<file path="src/rtl/pipe_hazard_ctrl.sv">
// Stall/flush controller for the 5-stage MIPS32 pipeline: load-use, branch, mul/div and DMEM wait.
// Optional per-cause freeze statistics are enabled with the HAZARD_STATS_EN macro.
module pipe_hazard_ctrl #(
  parameter int REG_ADDR_W     = 5,
  parameter int TIMEOUT_CYCLES = 255,
  parameter int TMO_W          = 8
) (
  input  logic                  i_clk,
  input  logic                  i_reset,
  input  logic [REG_ADDR_W-1:0] i_id_src1,
  input  logic [REG_ADDR_W-1:0] i_id_src2,
  input  logic                  i_id_two_src,
  input  logic [REG_ADDR_W-1:0] i_ex_dest,
  input  logic                  i_ex_mem_read,
  input  logic                  i_branch_taken,
  input  logic                  i_md_start,
  input  logic                  i_md_done,
  input  logic                  i_dmem_busy,
  output logic                  o_pc_freeze,
  output logic                  o_ifid_freeze,
  output logic                  o_ifid_flush,
  output logic                  o_idex_freeze,
  output logic                  o_idex_bubble,
  output logic                  o_exmem_freeze,
  output logic                  o_exmem_bubble,
  output logic                  o_timeout_err
`ifdef HAZARD_STATS_EN
  ,
  output logic [31:0]           o_stat_loaduse,
  output logic [31:0]           o_stat_mdwait,
  output logic [31:0]           o_stat_memwait
`endif
);

  typedef enum logic [1:0] {
    ST_RUN,
    ST_MD_WAIT,
    ST_MEM_WAIT
  } state_t;

  state_t           r_state;
  logic             r_mdPend;
  logic [TMO_W-1:0] r_waitCnt;
  logic             r_timeoutErr;

  state_t           w_effState;
  logic             w_loadUse;
  logic             w_mdOccupied;
  logic             w_memStall;
  logic             w_mdStall;
  logic             w_branchFlush;
  logic             w_luStall;
  logic [TMO_W-1:0] w_waitCntInc;

  // Leaving MEM_WAIT behaves as whichever state the memory wait interrupted.
  always_comb begin
    w_effState = r_state;
    if (r_state == ST_MEM_WAIT) begin
      w_effState = r_mdPend ? ST_MD_WAIT : ST_RUN;
    end
  end

  assign w_loadUse = i_ex_mem_read && (i_ex_dest != '0) &&
                     ((i_id_src1 == i_ex_dest) || (i_id_two_src && (i_id_src2 == i_ex_dest)));

  // A start with done in the same cycle is a single-cycle op and never occupies the unit.
  assign w_mdOccupied = !i_md_done &&
                        ((w_effState == ST_MD_WAIT) || ((w_effState == ST_RUN) && i_md_start));

  assign w_memStall    = !i_reset && i_dmem_busy;
  assign w_mdStall     = !i_reset && !i_dmem_busy && w_mdOccupied;
  assign w_branchFlush = !i_reset && !i_dmem_busy && !w_mdOccupied && i_branch_taken;
  assign w_luStall     = !i_reset && !i_dmem_busy && !w_mdOccupied && !i_branch_taken && w_loadUse;

  assign w_waitCntInc = (r_waitCnt == {TMO_W{1'b1}}) ? r_waitCnt : r_waitCnt + 1'b1;

  always_comb begin
    o_pc_freeze    = w_memStall || w_mdStall || w_luStall;
    o_ifid_freeze  = w_memStall || w_mdStall || w_luStall;
    o_ifid_flush   = w_branchFlush;
    o_idex_freeze  = w_memStall || w_mdStall;
    o_idex_bubble  = w_branchFlush || w_luStall;
    o_exmem_freeze = w_memStall;
    o_exmem_bubble = w_mdStall;
    o_timeout_err  = !i_reset && r_timeoutErr;
  end

  always_ff @(posedge i_clk) begin
    if (i_reset) begin
      r_state      <= ST_RUN;
      r_mdPend     <= 1'b0;
      r_waitCnt    <= '0;
      r_timeoutErr <= 1'b0;
    end else if (i_dmem_busy) begin
      r_state   <= ST_MEM_WAIT;
      r_mdPend  <= (w_effState == ST_MD_WAIT);
      r_waitCnt <= w_waitCntInc;
      if (w_waitCntInc >= TMO_W'(TIMEOUT_CYCLES)) begin
        r_timeoutErr <= 1'b1;
      end
    end else begin
      r_state   <= w_mdOccupied ? ST_MD_WAIT : ST_RUN;
      r_mdPend  <= 1'b0;
      r_waitCnt <= '0;
    end
  end

`ifdef HAZARD_STATS_EN
  // Each counter tracks cycles in which its own cause held the PC.
  always_ff @(posedge i_clk) begin
    if (i_reset) begin
      o_stat_loaduse <= '0;
      o_stat_mdwait  <= '0;
      o_stat_memwait <= '0;
    end else begin
      if (w_luStall)  o_stat_loaduse <= o_stat_loaduse + 32'd1;
      if (w_mdStall)  o_stat_mdwait  <= o_stat_mdwait + 32'd1;
      if (w_memStall) o_stat_memwait <= o_stat_memwait + 32'd1;
    end
  end
`endif

endmodule

</file>
<file path="config.mk">
export PLATFORM = sky130hd
export DESIGN_NAME = pipe_hazard_ctrl
export DESIGN_NICKNAME = d
export VERILOG_FILES = /design/src/rtl/pipe_hazard_ctrl.sv
export SDC_FILE = /design/constraint.sdc
export NUM_CORES = 1
export LEC_CHECK = 0
export ABC_AREA = 1
export CAP_MARGIN = 20
export CORE_MARGIN = 8
export CORE_UTILIZATION = 46
export CTS_CLUSTER_DIAMETER = 100
export DETAILED_ROUTE_END_ITERATION = 7
export PLACE_DENSITY = 0.87
export SLEW_MARGIN = 20
export SYNTH_ARGS = -nofsm -noshare
export SYNTH_HDL_FRONTEND = slang
export SYNTH_SLANG_ARGS = --single-unit
</file>
<file path="constraint.sdc">
create_clock -name i_clk -period 2.1 [get_ports i_clk]
set_input_delay 0.42 -clock i_clk [delete_from_list [all_inputs] [get_ports i_clk]]
set_output_delay 0.42 -clock i_clk [all_outputs]
set_load 0.01 [all_outputs]
</file>
# --- Yosys cells after proc, flatten, opt, wreduce, memory -nomap -nowiden ---
# Cells that the tools add are included.
# Widths: inputs -> output; s select.
totals:
  output_inout_bits: 8
  inputBits: 23
  register_bits: 12
op_classes:
  reduce_logical: 28
  bitwise: 1
  n_mux: 5
  n_addsub: 1
  n_eq_ne: 5
  n_lt_le_gt_ge: 1
op_table:
  columns: ["operator", "n"]
  rows:
  - ["$logic_and 1x1->1", 13]
  - ["$eq 5x5->1", 2]
  - ["$add 8x1->8 const B", 1]
  - ["$eq 8x8->1 const B", 1]
  - ["$ge 8x8->1 const B", 1]
  - ["$mux 8", 1]
  - ["$logic_not 1->1", 5]
  - ["$logic_or 1x1->1", 5]
  - ["$reduce_bool 5->1", 1]
  - ["$mux 2", 2]
  - ["$reduce_or 2->1", 2]
  - ["$eq 2x1->1 const B", 1]
  - ["$eq 2x2->1 const B", 1]
  - ["$logic_not 2->1", 1]
  - ["$mux 1", 2]
  - ["$reduce_and 2->1", 1]
  - ["$not 1->1", 1]

# --- Logic depth before layout (Yosys ltp) ---
logic_depth:
  word_depth: 11
  depth_mapped: 10
  mapped_depth_nobuf: 10

# --- Worst setup path after synthesis ---
# Ideal clock, no wire load.
synth_timing:
  path_type: "input port to output port"
  from: "in i_md_done"
  to: "out o_pc_freeze"
  n_path_buf: 1
  path_stages: 6
  t_arrival_ns: 1.285
  path_slack_ns: 0.395
  t_required_ns: 1.680
  path_cell_list: "a21oi_1 -> o21ai_2 -> a21oi_1 -> clkinv_1 -> nand2_1 -> buf_4"
synth_via:
  elab_cells_between_ends: 9
  cone_classes: "reduce/logical (9)"
synth_rtl:
  columns: ["item", "line_no", "source"]
  rows:
  - ["start: declaration", "17", "input logic i_md_done,"]
  - ["$logic_not 1->1", "67", "assign w_mdOccupied = !i_md_done &&"]
  - ["$logic_and 1x1->1", "67", null]
  - ["$logic_and 1x1->1", "71", "assign w_mdStall = !i_reset && !i_dmem_busy && w_mdOccupied;"]
  - ["$logic_or 1x1->1", null, null]
  - ["named net o_idex_freeze", "22", "output logic o_idex_freeze,"]
  - ["$logic_or 1x1->1", "78", "o_pc_freeze = w_memStall || w_mdStall || w_luStall;"]
  - ["end: declaration", "19", "output logic o_pc_freeze,"]
# The timed path passes the listed nets, and every way through them passes these cells.

# --- Final worst setup path ---
layout_timing:
  from: "reg r_state[1]"
  to: "out o_pc_freeze"
layout_via:
  elab_chain_cells: 11
  elab_cells_between_ends: 14
  cone_classes: "eq/ne (2); mux (1); reduce/logical (11)"
layout_lines:
  columns: ["item", "line_no", "source"]
  rows:
  - ["start: declaration", "41", "state_t r_state;"]
  - ["start signal: assignment", "102", "r_state <= w_mdOccupied ? ST_MD_WAIT : ST_RUN;"]
  - ["$eq 2x2->1", "58", "if (r_state == ST_MEM_WAIT) begin"]
  - ["$mux 2 *", "58", null]
  - ["$logic_not 2->1", "68", "((w_effState == ST_MD_WAIT) || ((w_effState == ST_RUN) && i_md_start));"]
  - ["$logic_and 1x1->1", "68", null]
  - ["$logic_or 1x1->1 *", "68", null]
  - ["$logic_and 1x1->1 *", "67", null]
  - ["$logic_not 1->1", "73", "assign w_luStall = !i_reset && !i_dmem_busy && !w_mdOccupied && !i_branch_taken && w_loadUse;"]
  - ["$logic_and 1x1->1 (3 in series)", "73", null]
  - ["$logic_or 1x1->1 *", "78", null]
# Every way passes the cells marked *; elsewhere a longest branch is shown, timed or not.

==> metrics.md <==
| Metric | Value |
|---|---|
| Critical path capture point type | primary output |
| Vias in the first global route | just over 900 |
| Clock root cell | clkbuf_4 |
| CP top delay family | compound AO/OA/AOI/OAI gates |
| Initial drt markers | 17 |
| FF-to-FF Start | r_waitCnt[0] |
| Min Tclk post-route | around 2000 ps |
| Maximum clock rate | about 500 MHz |
| Req. time, crit path | 1680 ps |
| Grt total ovfl | 0 |
| Pin count of the biggest net entering global routing | 11 |
| Worst Path Arrival | about 1600 ps |
| Drt drc | 0 |
| DR vias/cell | between 4 and 5 |
| Final wirelength | roughly 2800 um |
| Core Area | between 1500 and 2000 um2 |
| Layout cells sized above 1 | 26.6% |
| TritonRoute pass-1 iters | 4 |
| Final net count | 194 |
| Setup violations, final | 0 |
| Fin util | between 70% and 80% |
| Layout Skew | about 8.0 ps |
| Fin area | 1320 um2 |
| HP Class | reg -> reg |
| H-tree depth | 1 |
| Max FO, Critical Path | 3 |
| Synth Instances | approximately 120 |
| Hold wc startpoint | r_waitCnt[6] |
| WHS | between 500 and 600 ps |
| Final hold violation count | 0 |
| Starting Density | ~48% |
| Tightest Pin Transition | 197 ps |
| Hold Buf Count CTS | 0 |
| CP max-delay cell | dfxtp_2 |
| Syn-to-layout area delta | 58.2% |
| Sequential area share after synthesis | 28.7% |
| Clock Latency Late Sink | between 200 and 300 ps |
| Startpoint Class | flip-flop |
| CTS sink cnt | 12 |
| Switching Fraction | 25.9% |
| RePlAce Congestion | about 0.8 |
| Final non-filler cell total | approximately 190 |
| Worst VDD drop | approximately 0.36 mV |
| CTS tree | built |
| Max-cap viol count | 0 |
| Largest stage delay, worst path | ~340 ps |
| Final worst-path cycle share | between 90% and 100% |
| Die area | between 3000 and 4000 um2 |
| Syn nets | about 150 |
| Clock slew at reported path FFs | about 80 ps |
| Detailed placement HPWL | 2080 um |
| LEAKAGE | 0.654 nW |
| P_int | between 0.0004 and 0.0005 W |
| Sequential cell fraction of total power | a little over two fifths |
| Placed Instances | around 190 |
| Crit path buf inv count | 2 |
| Antenna violations before repair | 0 |
| P_sw | ~0.00015 W |
| Comb power frac | around a quarter |
| # rows | 15 |
| Setup WS post-layout | slightly below 50 ps |
| Critical path, cell by cell | a21o_1, o21ai_4, buf_6, nand3_2, nor2_1, nand2_1, nand2_1, buf_2 |
| Ant diodes | 0 |
| Place WS | -433 ps |
| Warnings from Yosys | 0 |
| Worst path most repeated cell | nand2_1 |
| DR vias | slightly below 1000 |
| Antenna viol nets, final | 0 |
| Port Buf Inserts | 30 |
| Synthesized area | between 800 and 900 um2 |
| Clock power frac | 33.5% |
| GRT Total Usage | 15.9% |
| Status | complete, no violations |
| Ports | 31 |
| CP startpoint | r_state[1] |
| Die Height | 58.6 um |
| First-pass GRT wire length | approximately 4200 um |
| Post-synth cell types | 28 |
| Maximum root-to-sink buffer count | 2 |
| Die width | approximately 59 um |
| Max-slew violations | 0 |
| Drt wl/cell | 14.5 um |
| Setup CP Type | reg -> out |
| Placed cell areas | ~1200 um2 |
| Mean Syn Cell Area | just under 7 um2 |
| Flops & latches, synth | 12 |
| Cell Pwr Density | about 420 nW/um2 |
| Max transition margin | between 80 and 90% |
| Num CTS Buffers | 3 |
[cell families (layout without fill, tap and decap cells)]
family	after synthesis	count (layout)	share of synthesized area, %
fa+ha+maj	1	1	1.50
simple gates	65	65	40.4
flops	12	12	28.7
xor+xnor	9	9	9.43
compound gates	16	16	10.9
buf+inv	19	66	8.98
[final cells by class]
type / instances / area (um2)
multi-input cells: 91 / 548
fillers: 125 / 404
repair buffers: 44 / 397
flip-flops and latches: 12 / 243
inverters: 18 / 67.6
clock buffers: 4 / 36.3
well taps: 25 / 31.3
[state kept, by name (all words and copies together) (netlist names)]
name	cells
r_mdPend	1
r_timeoutErr	1
r_waitCnt	8
r_state	2
[synthesized netlist by cell type]
cell type	instances	area, um2
nor2_2	3	18.8
nor2_8	1	20.0
dfxtp_1	12	240
a21oi_1	8	40.0
nand2_2	4	25.0
nand3b_1	2	15.0
a21oi_2	1	8.76
o21ai_1	2	10.0
nand3_2	1	10.0
ha_1	1	12.5
xnor2_1	7	61.3
nand4_1	3	18.8
o21ai_0	2	10.0
nand2_1	25	93.8
buf_4	1	7.51
nor2_1	11	41.3
o21ai_2	1	8.76
or2_1	1	6.26
a31oi_1	1	6.26
inv_1	13	48.8
nand3_1	9	45.0
clkinv_1	1	3.75
nand2_4	2	22.5
a21o_1	1	7.51
nor3_1	2	10.0
xor2_1	2	17.5
inv_2	4	15.0
nor2_4	1	11.3
[stage by stage]
stage	total power (W)	setup TNS (ps)
2_1_floorplan	0.000288	0
3_3_place_gp	0.000364	-1640
3_5_place_dp	0.000369	-1930
4_1_cts	0.000551	-28.3
5_1_grt	0.000587	-116
6_report	0.000562	0
[path summary, 6_finish.rpt]
kind | endpoint | slack [ps] | cells past startpoint
max | o_pc_freeze | 50 | 8
min | r_waitCnt[6] | 520 | 2
max reg2reg | r_timeoutErr | 570 | 7
min reg2reg | r_waitCnt[6] | 520 | 2
[cell usage in the layout, fill, tap and decap left out, types with 2 or more instances in the layout]
master / synthesis / routed
nand3_2: 1 / 2
a21oi_2: 1 / 2
nor3_1: 2 / 2
a21oi_1: 8 / 6
buf_4: 1 / 13
nor2_1: 11 / 11
o21ai_0: 2 / 2
dlymetal6s2s_1: 0 / 2
xnor2_1: 7 / 7
inv_1: 13 / 13
nand4_1: 3 / 3
buf_2: 0 / 3
clkdlybuf4s50_1: 0 / 14
o21ai_1: 2 / 2
nand2_4: 2 / 2
nand3b_1: 2 / 2
nor2_2: 3 / 3
dlygate4sd2_1: 0 / 10
clkbuf_4: 0 / 3
nand2_1: 25 / 25
inv_2: 4 / 4
nand3_1: 9 / 8
nand2_2: 4 / 4
dfxtp_1: 12 / 10
dfxtp_2: 0 / 2
xor2_1: 2 / 2
[repair_timing]
item | in CTS | in global routing
setup endpoints to repair | 8 | 4
setup buffers | 1 | 4
pin swaps | 2 | 10
resized for setup | 26 | 8
[routing by layer]
layer | share of wire (%) | track usage, % | up-vias
met4 | 0.50 | 4.10 | 0
met2 | 53 | 29.3 | 36
met5 | 0 | 0 | -
met1 | 39 | 16.4 | 443
met3 | 7.1 | 5.87 | 2
li1 | - | - | 485
[power groups by stage]
stage | clock [W] | sequential (W) | combinational [W]
2_1_floorplan | 0 | 0.000239 | 0.0000489
3_3_place_gp | 0 | 0.000240 | 0.000125
3_5_place_dp | 0 | 0.000240 | 0.000129
4_1_cts | 0.000190 | 0.000235 | 0.000126
5_1_grt | 0.000202 | 0.000236 | 0.000150
6_report | 0.000188 | 0.000236 | 0.000138
[worst register-to-register path, delay by kind of cell, from the launching register on]
| family | cells | cell delay (ps) |
|---|---|---|
| AOI/OAI and AO/OA | 1 | 130 |
| xor gates and xnor gates | 1 | 210 |
| adders and majority gates | 1 | 220 |
| buffers and inverters | 1 | 110 |
| DFF | 1 | 430 |
| and+or+nand+nor | 3 | 320 |
No activity file was read; power rests on OpenSTA's default activity.
